`src/rtl/axi_mem_master_bridge.sv`:
```
// axi_mem_master_bridge
//   Turns one SRAM-style request (active-low write enable / bit mask) from a
//   CPU port into a single AXI4 INCR burst of mem_len+1 beats on one master
//   port. Read beats are streamed back through mem_dout/mem_rvalid. Write
//   beats are pulled from the requester through mem_din/mem_bweb, with
//   mem_wnext acknowledging each consumed beat. mem_done/mem_err close every
//   request.
//
// Ports
//   clk, rst        clock, synchronous active-high reset
//   mem_req         request strobe, only looked at while idle
//   mem_web         1 = read, 0 = write
//   mem_bweb        active-low bit write mask of the current write beat
//   mem_addr        start byte address (latched on acceptance)
//   mem_len         beats-1 (latched on acceptance)
//   mem_din         data of the current write beat
//   mem_wnext       current write beat consumed, present the next one
//   mem_dout        registered read beat data
//   mem_rvalid      one-cycle pulse per read beat
//   mem_busy        request in progress
//   mem_done        one-cycle completion pulse
//   mem_err         error flag qualified by mem_done
//   M_AW*/M_W*/M_B*/M_AR*/M_R*  AXI4 master channels
module axi_mem_master_bridge #(
  parameter int ID_VALUE = 0,
  parameter int ID_W     = 4,
  parameter int ADDR_W   = 32,
  parameter int DATA_W   = 32,
  parameter int LEN_W    = 4
) (
  input  logic                clk,
  input  logic                rst,
  // requester side
  input  logic                mem_req,
  input  logic                mem_web,
  input  logic [DATA_W-1:0]   mem_bweb,
  input  logic [ADDR_W-1:0]   mem_addr,
  input  logic [LEN_W-1:0]    mem_len,
  input  logic [DATA_W-1:0]   mem_din,
  output logic                mem_wnext,
  output logic [DATA_W-1:0]   mem_dout,
  output logic                mem_rvalid,
  output logic                mem_busy,
  output logic                mem_done,
  output logic                mem_err,
  // write address channel
  output logic [ID_W-1:0]     M_AWID,
  output logic [ADDR_W-1:0]   M_AWADDR,
  output logic [7:0]          M_AWLEN,
  output logic [2:0]          M_AWSIZE,
  output logic [1:0]          M_AWBURST,
  output logic                M_AWVALID,
  input  logic                M_AWREADY,
  // write data channel
  output logic [DATA_W-1:0]   M_WDATA,
  output logic [DATA_W/8-1:0] M_WSTRB,
  output logic                M_WLAST,
  output logic                M_WVALID,
  input  logic                M_WREADY,
  // write response channel
  input  logic [ID_W-1:0]     M_BID,
  input  logic [1:0]          M_BRESP,
  input  logic                M_BVALID,
  output logic                M_BREADY,
  // read address channel
  output logic [ID_W-1:0]     M_ARID,
  output logic [ADDR_W-1:0]   M_ARADDR,
  output logic [7:0]          M_ARLEN,
  output logic [2:0]          M_ARSIZE,
  output logic [1:0]          M_ARBURST,
  output logic                M_ARVALID,
  input  logic                M_ARREADY,
  // read data channel
  input  logic [ID_W-1:0]     M_RID,
  input  logic [DATA_W-1:0]   M_RDATA,
  input  logic [1:0]          M_RRESP,
  input  logic                M_RLAST,
  input  logic                M_RVALID,
  output logic                M_RREADY
);

  localparam int                STRB_W     = DATA_W / 8;
  localparam logic [2:0]        AXI_SIZE   = 3'($clog2(STRB_W));
  localparam logic [ADDR_W-1:0] ALIGN_MASK = ADDR_W'(STRB_W - 1);

  typedef enum logic [2:0] {
    S_IDLE, S_AR, S_R, S_AW, S_W, S_B, S_DONE
  } state_t;

  state_t             state;
  logic [ADDR_W-1:0]  addr_q;
  logic [LEN_W-1:0]   len_q;
  // One bit wider than the length so over-long read bursts do not alias
  // back onto a valid beat number.
  logic [LEN_W:0]     beat_cnt;
  logic               err_q;
  logic               at_len;
  logic               misaligned;
  logic               r_err;
  logic               unused_id;

  assign at_len     = (beat_cnt == {1'b0, len_q});
  assign misaligned = ((mem_addr & ALIGN_MASK) != '0);

  // Sticky error including the beat being accepted now: bad response, RLast
  // on the wrong beat, or the final beat arriving without RLast.
  assign r_err = err_q | (M_RRESP != 2'b00) | (M_RLAST ? !at_len : at_len);

  // Read/write transaction IDs are not checked; a single outstanding burst
  // cannot be confused with another one.
  assign unused_id = ^{M_BID, M_RID};

  assign M_AWID    = ID_W'(ID_VALUE);
  assign M_ARID    = ID_W'(ID_VALUE);
  assign M_AWADDR  = addr_q;
  assign M_ARADDR  = addr_q;
  assign M_AWLEN   = 8'(len_q);
  assign M_ARLEN   = 8'(len_q);
  assign M_AWSIZE  = AXI_SIZE;
  assign M_ARSIZE  = AXI_SIZE;
  assign M_AWBURST = 2'b01;
  assign M_ARBURST = 2'b01;

  // Write beats are taken straight from the requester; a byte lane is
  // enabled when any bit of it is being written.
  assign M_WDATA   = mem_din;
  assign M_WLAST   = M_WVALID & at_len;
  assign mem_wnext = M_WVALID & M_WREADY;

  for (genvar i = 0; i < STRB_W; i++) begin : g_strb
    assign M_WSTRB[i] = ~&mem_bweb[8*i +: 8];
  end

  assign mem_busy = (state != S_IDLE);

  always_ff @(posedge clk) begin
    if (rst) begin
      state      <= S_IDLE;
      addr_q     <= '0;
      len_q      <= '0;
      beat_cnt   <= '0;
      err_q      <= 1'b0;
      M_ARVALID  <= 1'b0;
      M_RREADY   <= 1'b0;
      M_AWVALID  <= 1'b0;
      M_WVALID   <= 1'b0;
      M_BREADY   <= 1'b0;
      mem_dout   <= '0;
      mem_rvalid <= 1'b0;
      mem_done   <= 1'b0;
      mem_err    <= 1'b0;
    end else begin
      mem_rvalid <= 1'b0;
      case (state)
        S_IDLE: begin
          if (mem_req) begin
            addr_q <= mem_addr;
            len_q  <= mem_len;
            if (misaligned) begin
              // Rejected without touching the bus.
              state    <= S_DONE;
              mem_done <= 1'b1;
              mem_err  <= 1'b1;
            end else if (mem_web) begin
              state     <= S_AR;
              M_ARVALID <= 1'b1;
            end else begin
              state     <= S_AW;
              M_AWVALID <= 1'b1;
            end
          end
        end
        S_AR: begin
          if (M_ARREADY) begin
            M_ARVALID <= 1'b0;
            M_RREADY  <= 1'b1;
            state     <= S_R;
          end
        end
        S_R: begin
          if (M_RVALID) begin
            mem_dout   <= M_RDATA;
            mem_rvalid <= 1'b1;
            beat_cnt   <= beat_cnt + 1'b1;
            err_q      <= r_err;
            // Only RLast ends the burst, even when it comes late.
            if (M_RLAST) begin
              M_RREADY <= 1'b0;
              mem_done <= 1'b1;
              mem_err  <= r_err;
              state    <= S_DONE;
            end
          end
        end
        S_AW: begin
          if (M_AWREADY) begin
            M_AWVALID <= 1'b0;
            M_WVALID  <= 1'b1;
            state     <= S_W;
          end
        end
        S_W: begin
          if (M_WREADY) begin
            beat_cnt <= beat_cnt + 1'b1;
            if (at_len) begin
              M_WVALID <= 1'b0;
              M_BREADY <= 1'b1;
              state    <= S_B;
            end
          end
        end
        S_B: begin
          if (M_BVALID) begin
            M_BREADY <= 1'b0;
            mem_done <= 1'b1;
            mem_err  <= err_q | (M_BRESP != 2'b00);
            state    <= S_DONE;
          end
        end
        S_DONE: begin
          mem_done <= 1'b0;
          mem_err  <= 1'b0;
          err_q    <= 1'b0;
          beat_cnt <= '0;
          state    <= S_IDLE;
        end
        default: state <= S_IDLE;
      endcase
    end
  end

endmodule

```
`config.mk`:
```
export PLATFORM = sky130hd
export DESIGN_NAME = axi_mem_master_bridge
export DESIGN_NICKNAME = d
export VERILOG_FILES = /design/src/rtl/axi_mem_master_bridge.sv
export SDC_FILE = /design/constraint.sdc
export NUM_CORES = 1
export LEC_CHECK = 0
export ABC_CLOCK_PERIOD_IN_PS = 2600
export CORE_AREA = 2 2 127 129
export CTS_CLUSTER_SIZE = 40
export DETAILED_ROUTE_END_ITERATION = 7
export DIE_AREA = 0 0 129 131
export GPL_TIMING_DRIVEN = 0
export PLACE_DENSITY = 0.79
export SKIP_LAST_GASP = 1
export SYNTH_ARGS = -nofsm -noshare
export SYNTH_HDL_FRONTEND = slang
export SYNTH_SLANG_ARGS = --single-unit
```
`constraint.sdc`:
```
create_clock -name clk -period 2.6 [get_ports clk]
set_clock_uncertainty 0.2 [all_clocks]
set_input_delay 0.52 -clock clk [delete_from_list [all_inputs] [get_ports clk]]
set_output_delay 0.52 -clock clk [all_outputs]
set_load 0.005 [all_outputs]
```
Yosys cells after proc, flatten, opt, wreduce, memory -nomap -nowiden
Index checks and enable logic that the tools add are counted.
Widths: inputs -> output; s select.
Operators by class
  reductions and logical operators: 34
  eq/ne operators: 19
  $add $sub $neg: 1
  bitwise gates (word level): 6
  mux-type cells: 50
Operators with widths (number)
  $reduce_and 8->1: 5
  $reduce_bool 32->1: 1
  $mux 1: 28
  $mux 3: 9
  $ne 2x2->1 const B: 12
  $pmux 3 s6: 1
  $reduce_bool 2->1: 8
  $pmux 5 s3: 1
  $pmux 1 s2: 6
  $reduce_and 4->1: 3
  $mux 5: 2
  $reduce_and 5->1: 2
  $eq 3x3->1 const B: 3
  $pmux 1 s4: 2
  $eq 3x2->1 const B: 2
  $reduce_and 2->1: 3
  $reduce_and 6->1: 1
  $reduce_bool 3->1: 2
  $add 5x1->5 const B: 1
  $eq 5x4->1: 1
  $logic_not 1->1: 5
  $reduce_bool 4->1: 1
  $eq 3x1->1 const B: 1
  $logic_not 3->1: 1
  6 further kinds: 9
Word-level totals
  bits of input ports: 154
  register bits: 85

Longest topological paths before layout
  depth after elaboration: 7
  depth in mapped cells: 7

Worst setup path before layout
No wires, ideal clock.
  path type: in2reg
  start point: input port mem_addr[0]
  end point: register mem_err
  stages: 5
  buffers on the path: 0
  setup time: 0.120 ns
  data required time: 2.280 ns
  setup slack: 0.701 ns
  arrival time: 1.579 ns
  cells stage by stage: or2_2 a31oi_1 o21ai_0 and3_1 a211o_1
Between the ends
  cells in the longest elaborated chain, start to end: 3
Ends and longest elaborated chain
  start: declaration: RTL line 37  | input logic [ADDR_W-1:0] mem_addr,
  $reduce_bool 32->1: RTL line 103  | assign misaligned = ((mem_addr & ALIGN_MASK) != '0);
  $ne 2x2->1 (no line)
  $reduce_and 6->1 (no line)
  end signal: assignment: RTL line 190  | mem_err <= r_err;
  end signal: assignment: RTL line 216  | mem_err <= err_q | (M_BRESP != 2'b00);
  end: declaration: RTL line 45  | output logic mem_err,
Every way passes these cells.
A chain may end at the register's enable or synchronous reset.

Final worst setup path
  start point: register beat_cnt[0]
  end point: output port M_WLAST
Between the ends
  cells in the longest elaborated chain, start to end: 2
Ends and longest elaborated chain
  start: declaration: RTL line 95  | logic [LEN_W:0] beat_cnt;
  start signal: assignment: RTL line 184  | beat_cnt <= beat_cnt + 1'b1;
  start signal: assignment: RTL line 204  | beat_cnt <= beat_cnt + 1'b1;
  $eq 5x4->1: RTL line 102  | assign at_len = (beat_cnt == {1'b0, len_q});
  $and 1x1->1: RTL line 127  | assign M_WLAST = M_WVALID & at_len;
  end: declaration: RTL line 57  | output logic M_WLAST,
Every way passes these cells.

==> flow_summary.yaml <==
outcome:
  status: "complete, no violations"
sta:
  maxSlewHeadroom_pct: 59.54
  period_needed_ps: 2548
  setup_viol_count_final: 0
  tightest_slew_ps: 605.6
  slew_viol_final: 0
  clock.fmax_ghz: 0.3924
  timing.final.crit_share_pct: 98.01
  hold_viol: 0
  grt_setup_unrepaired: "true"
floorplanning:
  initial_core_util_pct: 26.25
  die_h_microns: 131
  rows: 46
  fp.dieArea_sq_um: 16900
  fp.dieW_microns: 129
  core_sq_um: 15600
  io_pins: 331
critical_path:
  path_depth: 5
  slowest_stage: "clkdlybuf4s50_1"
  endpoint_kind: "output port"
  path_cells: "xnor2_1 > nand3_2 > nor2_2 > and2_1 > clkdlybuf4s50_1"
  worstRegToRegCells: 6
  worstPathRequired_ps: 1880
  path_class: "reg2out"
  crit_arrival_ps: 1830
  worst-path-buf-inv: 1
  slowest_delay_ps: 500
  cp-start-kind: "flop"
  cp_top_family: "buffers and inverters"
  critPathMaxFanout: 4
pwr:
  cellPowerDensity_nw_per_um2: 670.0
  netSwitchingPower_mw: 1.526
  clockPowerShare_pct: 26.8
  ir_drop_mv: 0.2548
  p_seq_share_pct: 33.5
  swShare_pct: 30.65
  p_leak_nw: 2.919
  combinationalPowerShare_pct: 39.7
  p_int_mw: 3.453
clock_network:
  clk_latency_ps: 340
  clk_pin_slew_ps: 60
  cts_htree_levels: 3
  cts_sinks: 85
  root_buffer: "clkbuf_16"
  cts_buffer_depth: 2
  numCtsBuffers: 9
  cts_tree: "built"
  post-cts-setup-buffers: 0
global_route:
  antenna_found_initial: 0
  met1_usage_pct: 16.33
  track_usage_pct: 15.36
  grt_pass1_vias: 4024
  met3_usage_pct: 6.270
  grt_busiest_layer: "met2"
  overflow: 0
  grt_pass1_wl_microns: 20040
  use_met2_pct: 27.30
  grt_max_degree: 15
drt:
  antenna_left: 0
  dr.pass1.iters: 4
  wl_per_cell_microns: 12.89
  viasPerCell: 4.161
  drc_errors: 0
  wirelength_microns: 13420
  vias: 4332
  drtIter0Drc: 166
yosys:
  synth-seq-cells: 85
  synth_cells: 521
  ys_seq_area_share_pct: 41.56
  yosys_warnings: 0
  synth_edf_count: 0
  syn_area_per_cell_sq_um: 7.858
  synth_area_sq_um: 4094
  ys.flop_type: "dfxtp_1"
  ys_types: 42
  async_reset_ff_share_pct: 0
layout:
  antenna_cells: 0
  nNetsFinal: 976
  post-route-util_pct: 47.65
  post-route-cell-area_sq_um: 7432
  layout-drive-gt1-share_pct: 16.85
  syn_to_final_growth_pct: 81.54
placement:
  place_area_sq_um: 7097
  dp_hpwl_microns: 10780
  gp_congestion: 0.8235
  portBuffers: 264
hold_path:
  hp-class: "reg2reg"
  worstHoldPathCells: 2
run:
  drv_cap: 0
## what timing repair did
action | in CTS | in global routing
setup endpoints to repair | 1 | 12
resized for setup | 4 | 6
endpoints found under the hold margin | 0 | 0
hold buffers | 0 | 0
pin swaps | 0 | 0
## worst min-delay path: stages, from the launching register on
cell,delay [ps]
dfxtp_1,310
nand2_1,50
a21oi_1,50
## sequential cells by signal, indices dropped and copies added (netlist names), 3 cells and up
signal,count
M_ARADDR,32
state,3
beat_cnt,5
mem_dout,32
len_q,4
## path summary, 6_finish.rpt
check                                   from      endpoint  slack (ps)
worst max-delay path             beat_cnt[0]       M_WLAST          50
worst min-delay path            mem_dout[10]  mem_dout[10]         250
worst max register to register      state[2]  mem_dout[28]         390
worst min register to register  mem_dout[10]  mem_dout[10]         250
## synthesized netlist by cell type (3+ instances only)
cell type | instances | area [sq um]
clkbuf_1 | 15 | 56.30
buf_4 | 99 | 743.2
nand3_1 | 3 | 15.01
buf_2 | 5 | 25.02
o21ai_0 | 3 | 15.01
or2_2 | 5 | 31.28
inv_1 | 5 | 18.77
a21oi_1 | 76 | 380.4
xnor2_1 | 6 | 52.55
nand4_1 | 9 | 56.30
dfxtp_1 | 85 | 1702
nor3_1 | 4 | 20.02
and3_1 | 3 | 18.77
a31oi_1 | 3 | 18.77
nor2_1 | 13 | 48.80
o41ai_1 | 3 | 26.28
nand2_1 | 144 | 540.5
and2_1 | 4 | 25.02
## kinds of logic after synthesis
group,Yosys count,synth area share (%)
and+or+nand+nor,199,20.90
buffers and inverters,125,20.87
AOI/OAI and AO/OA,98,13.66
DFF,85,41.56
xor gates and xnor gates,8,1.712
adders and majority gates,2,0.6111
other,2,0.1834
muxes,2,0.4890
## layout by cell type (no fill, tap or decap), types with 2 or more instances in the layout
| cell type | count |
|---|---|
| conb_1 | 26 |
| and3_1 | 3 |
| clkbuf_16 | 9 |
| ha_1 | 2 |
| a21oi_1 | 76 |
| nor3b_1 | 2 |
| and2_1 | 4 |
| xor2_1 | 2 |
| a211oi_1 | 2 |
| o41ai_1 | 3 |
| clkbuf_1 | 14 |
| or2_2 | 5 |
| nand2_1 | 144 |
| clkbuf_8 | 2 |
| nand3b_1 | 2 |
| o21ai_0 | 3 |
| dfxtp_2 | 4 |
| a31oi_1 | 3 |
| mux2i_1 | 2 |
| nand4_1 | 9 |
| xnor2_1 | 5 |
| nor3_1 | 4 |
| inv_1 | 5 |
| nand3_1 | 2 |
| nor2_1 | 12 |
| or3_1 | 2 |
| nor4_1 | 2 |
| clkinvlp_4 | 2 |
| a211o_1 | 2 |
| nand2b_1 | 2 |
| dfxtp_1 | 81 |
| buf_4 | 99 |
| a311oi_1 | 2 |
| buf_2 | 5 |
| clkdlybuf4s50_1 | 263 |
## layer usage
| layer | wire (microns) | vias up |
|---|---|---|
| li1 | - | 2194 |
| met4 | 197 | 0 |
| met5 | 0 | - |
| met1 | 5176 | 1914 |
| met2 | 6621 | 208 |
| met3 | 1424 | 16 |
## final cells by class
| cell class | instances | area (sq um) |
|---|---|---|
| fill | 1478 | 8165 |
| buffer | 120 | 837.1 |
| tap | 216 | 270.3 |
| timing repair buffer | 264 | 2645 |
| sequential | 85 | 1707 |
| multi-input combinational | 335 | 1643 |
| clock buffer | 11 | 252.7 |
| inverter | 5 | 18.77 |
| clock inverter | 5 | 58.81 |
## per-stage QoR
step | std cells | power [mW] | setup TNS [ps] | hold WS, ps | setup WS [ps]
floorplan | 545 | 2.638 | 0 | 246.8 | 700.9
global placement | 1025 | 3.648 | -4726 | 241.2 | -276.2
detailed placement | 1025 | 3.676 | -4971 | 246.2 | -315.3
CTS | 1041 | 5.055 | 0 | 254.5 | 0.1534
global route | 1041 | 5.319 | -60.98 | 272.3 | -60.98
finish | 1041 | 4.979 | 0 | 254.0 | 51.63
## power by group through the flow
stage	Clock, mW	Sequential (mW)	Combinational [mW]
floorplan	0	1.68	0.954
global placement	0	1.69	1.96
detailed placement	0	1.70	1.98
CTS	1.39	1.67	2.00
global route	1.45	1.70	2.18
finish	1.33	1.67	1.98
Note: power is estimated with default switching activity, not from simulation.
==> RTL change (same settings) <==
`ADDR_W`: 32 -> 40.
--- a/src/rtl/axi_mem_master_bridge.sv
+++ b/src/rtl/axi_mem_master_bridge.sv
@@ -25,5 +25,5 @@
   parameter int ID_VALUE = 0,
   parameter int ID_W     = 4,
-  parameter int ADDR_W   = 32,
+  parameter int ADDR_W   = 40,
   parameter int DATA_W   = 32,
   parameter int LEN_W    = 4
Interface: changed (resized M_ARADDR, M_AWADDR and mem_addr); port bits go from 331 to 355. No check against the original RTL was run, so the function may have changed too.
==> RTL change against the unedited design <==
- power increased by 14%
- worst hold slack about the same
- critical path depth decreased by 1
- highest routed layer unchanged
- critical endpoint is now M_WSTRB[2]
- largest power group unchanged
- worst setup slack improved by 0.032 ns
- area after synthesis increased by 10%
- sequential cell count increased by 8
- routed wire length increased by 12%
- cell area increased by 8.9%
- core utilization increased by 4.2 points
==> RTL change: results (changes against the unedited design) <==
| Metric | Value |
|---|---|
| Setup crit end | `M_WSTRB[2]` |
| Status | `completed` |
| Tmin final | `2.52 ns (-0.0319 ns)` |
| Post-Synth XOR/XNOR Area | `1.36% (-0.35 points)` |
| Seq pwr | `1890 uW (+13%)` |
| Yosys cell types | `46 (+9.5%)` |
| Initial DRC count | `168 (+1.2%)` |
| FF-to-FF End | `mem_dout[21]` |
| Hold Worst Slack | `0.254 ns (+0.000235 ns)` |
| Compound-Gate Fraction of Synth Area | `13.0% (-0.67 points)` |
| Post-Synth Adder-Cell Area | `0.555% (-0.056 points)` |
| Fill cells | `1499 (+1.4%)` |
| Sequential share of cell area | `23.1% (+0.14 points)` |
| Max incr delay on CP | `0.45 ns (-0.05 ns)` |
| Static Leak | `0.00318 uW (+8.8%)` |
| Vias post-DR | `4699 (+8.5%)` |
| PostCTS Resize Cnt | `1 (-3)` |
| Vias in the first global route | `4365 (+8.5%)` |
| R2r setup slk | `0.69 ns (+0.30 ns)` |
| Hold Crit Start | `mem_dout[17]` |
| Multi-input combinational area share | `22.0% (-0.10 points)` |
| Yosys reg bits | `93 (+9.4%)` |
| Synth cell count leaders | `nand2_1, buf_4, dfxtp_1` |
| Max transition margin | `58.2% (-1.3 points)` |
| Total power | `5700 uW (+14%)` |
| Inverters | `4 (-1)` |
| Worst setup startpoint | `mem_bweb[22]` |
| GP Congestion | `0.831 (+0.91%)` |
| WP data arrival | `1.80 ns (-0.03 ns)` |
| Reg2reg path depth | `5 (-1)` |
| Post-synthesis mux area share | `0.666% (+0.18 points)` |
[RTL change: cell count changes in the layout (fill, tap and decap cells not counted), moves of 5 or more]
cell	delta
dfxtp_1	+6
a21oi_1	+9
buf_4	+8
nand2_1	+21
buf_6	+5
clkdlybuf4s50_1	+25
[RTL change: metal layers]
layer / global-route usage, % / vias up / wire (um) / part of all wire [%]
met5: 0 / - / 0 / 0
met4: 4.54 / 0 / 208 / 1.4
met3: 5.46 / 20 / 1240 / 8.2
met2: 31.2 / 208 / 7680 / 51
met1: 18.7 / 2086 / 5930 / 39
li1: - / 2385 / - / -
[RTL change: worst min-delay path by stage]
stage                         to  depth (start not counted)  slack, ns
finish              mem_dout[17]                          2       0.25
global route        mem_dout[23]                          2       0.27
CTS                 mem_dout[11]                          2       0.25
detailed placement  mem_dout[20]                          2       0.25
global placement    mem_dout[11]                          2       0.24
floorplan               M_RREADY                          2       0.25
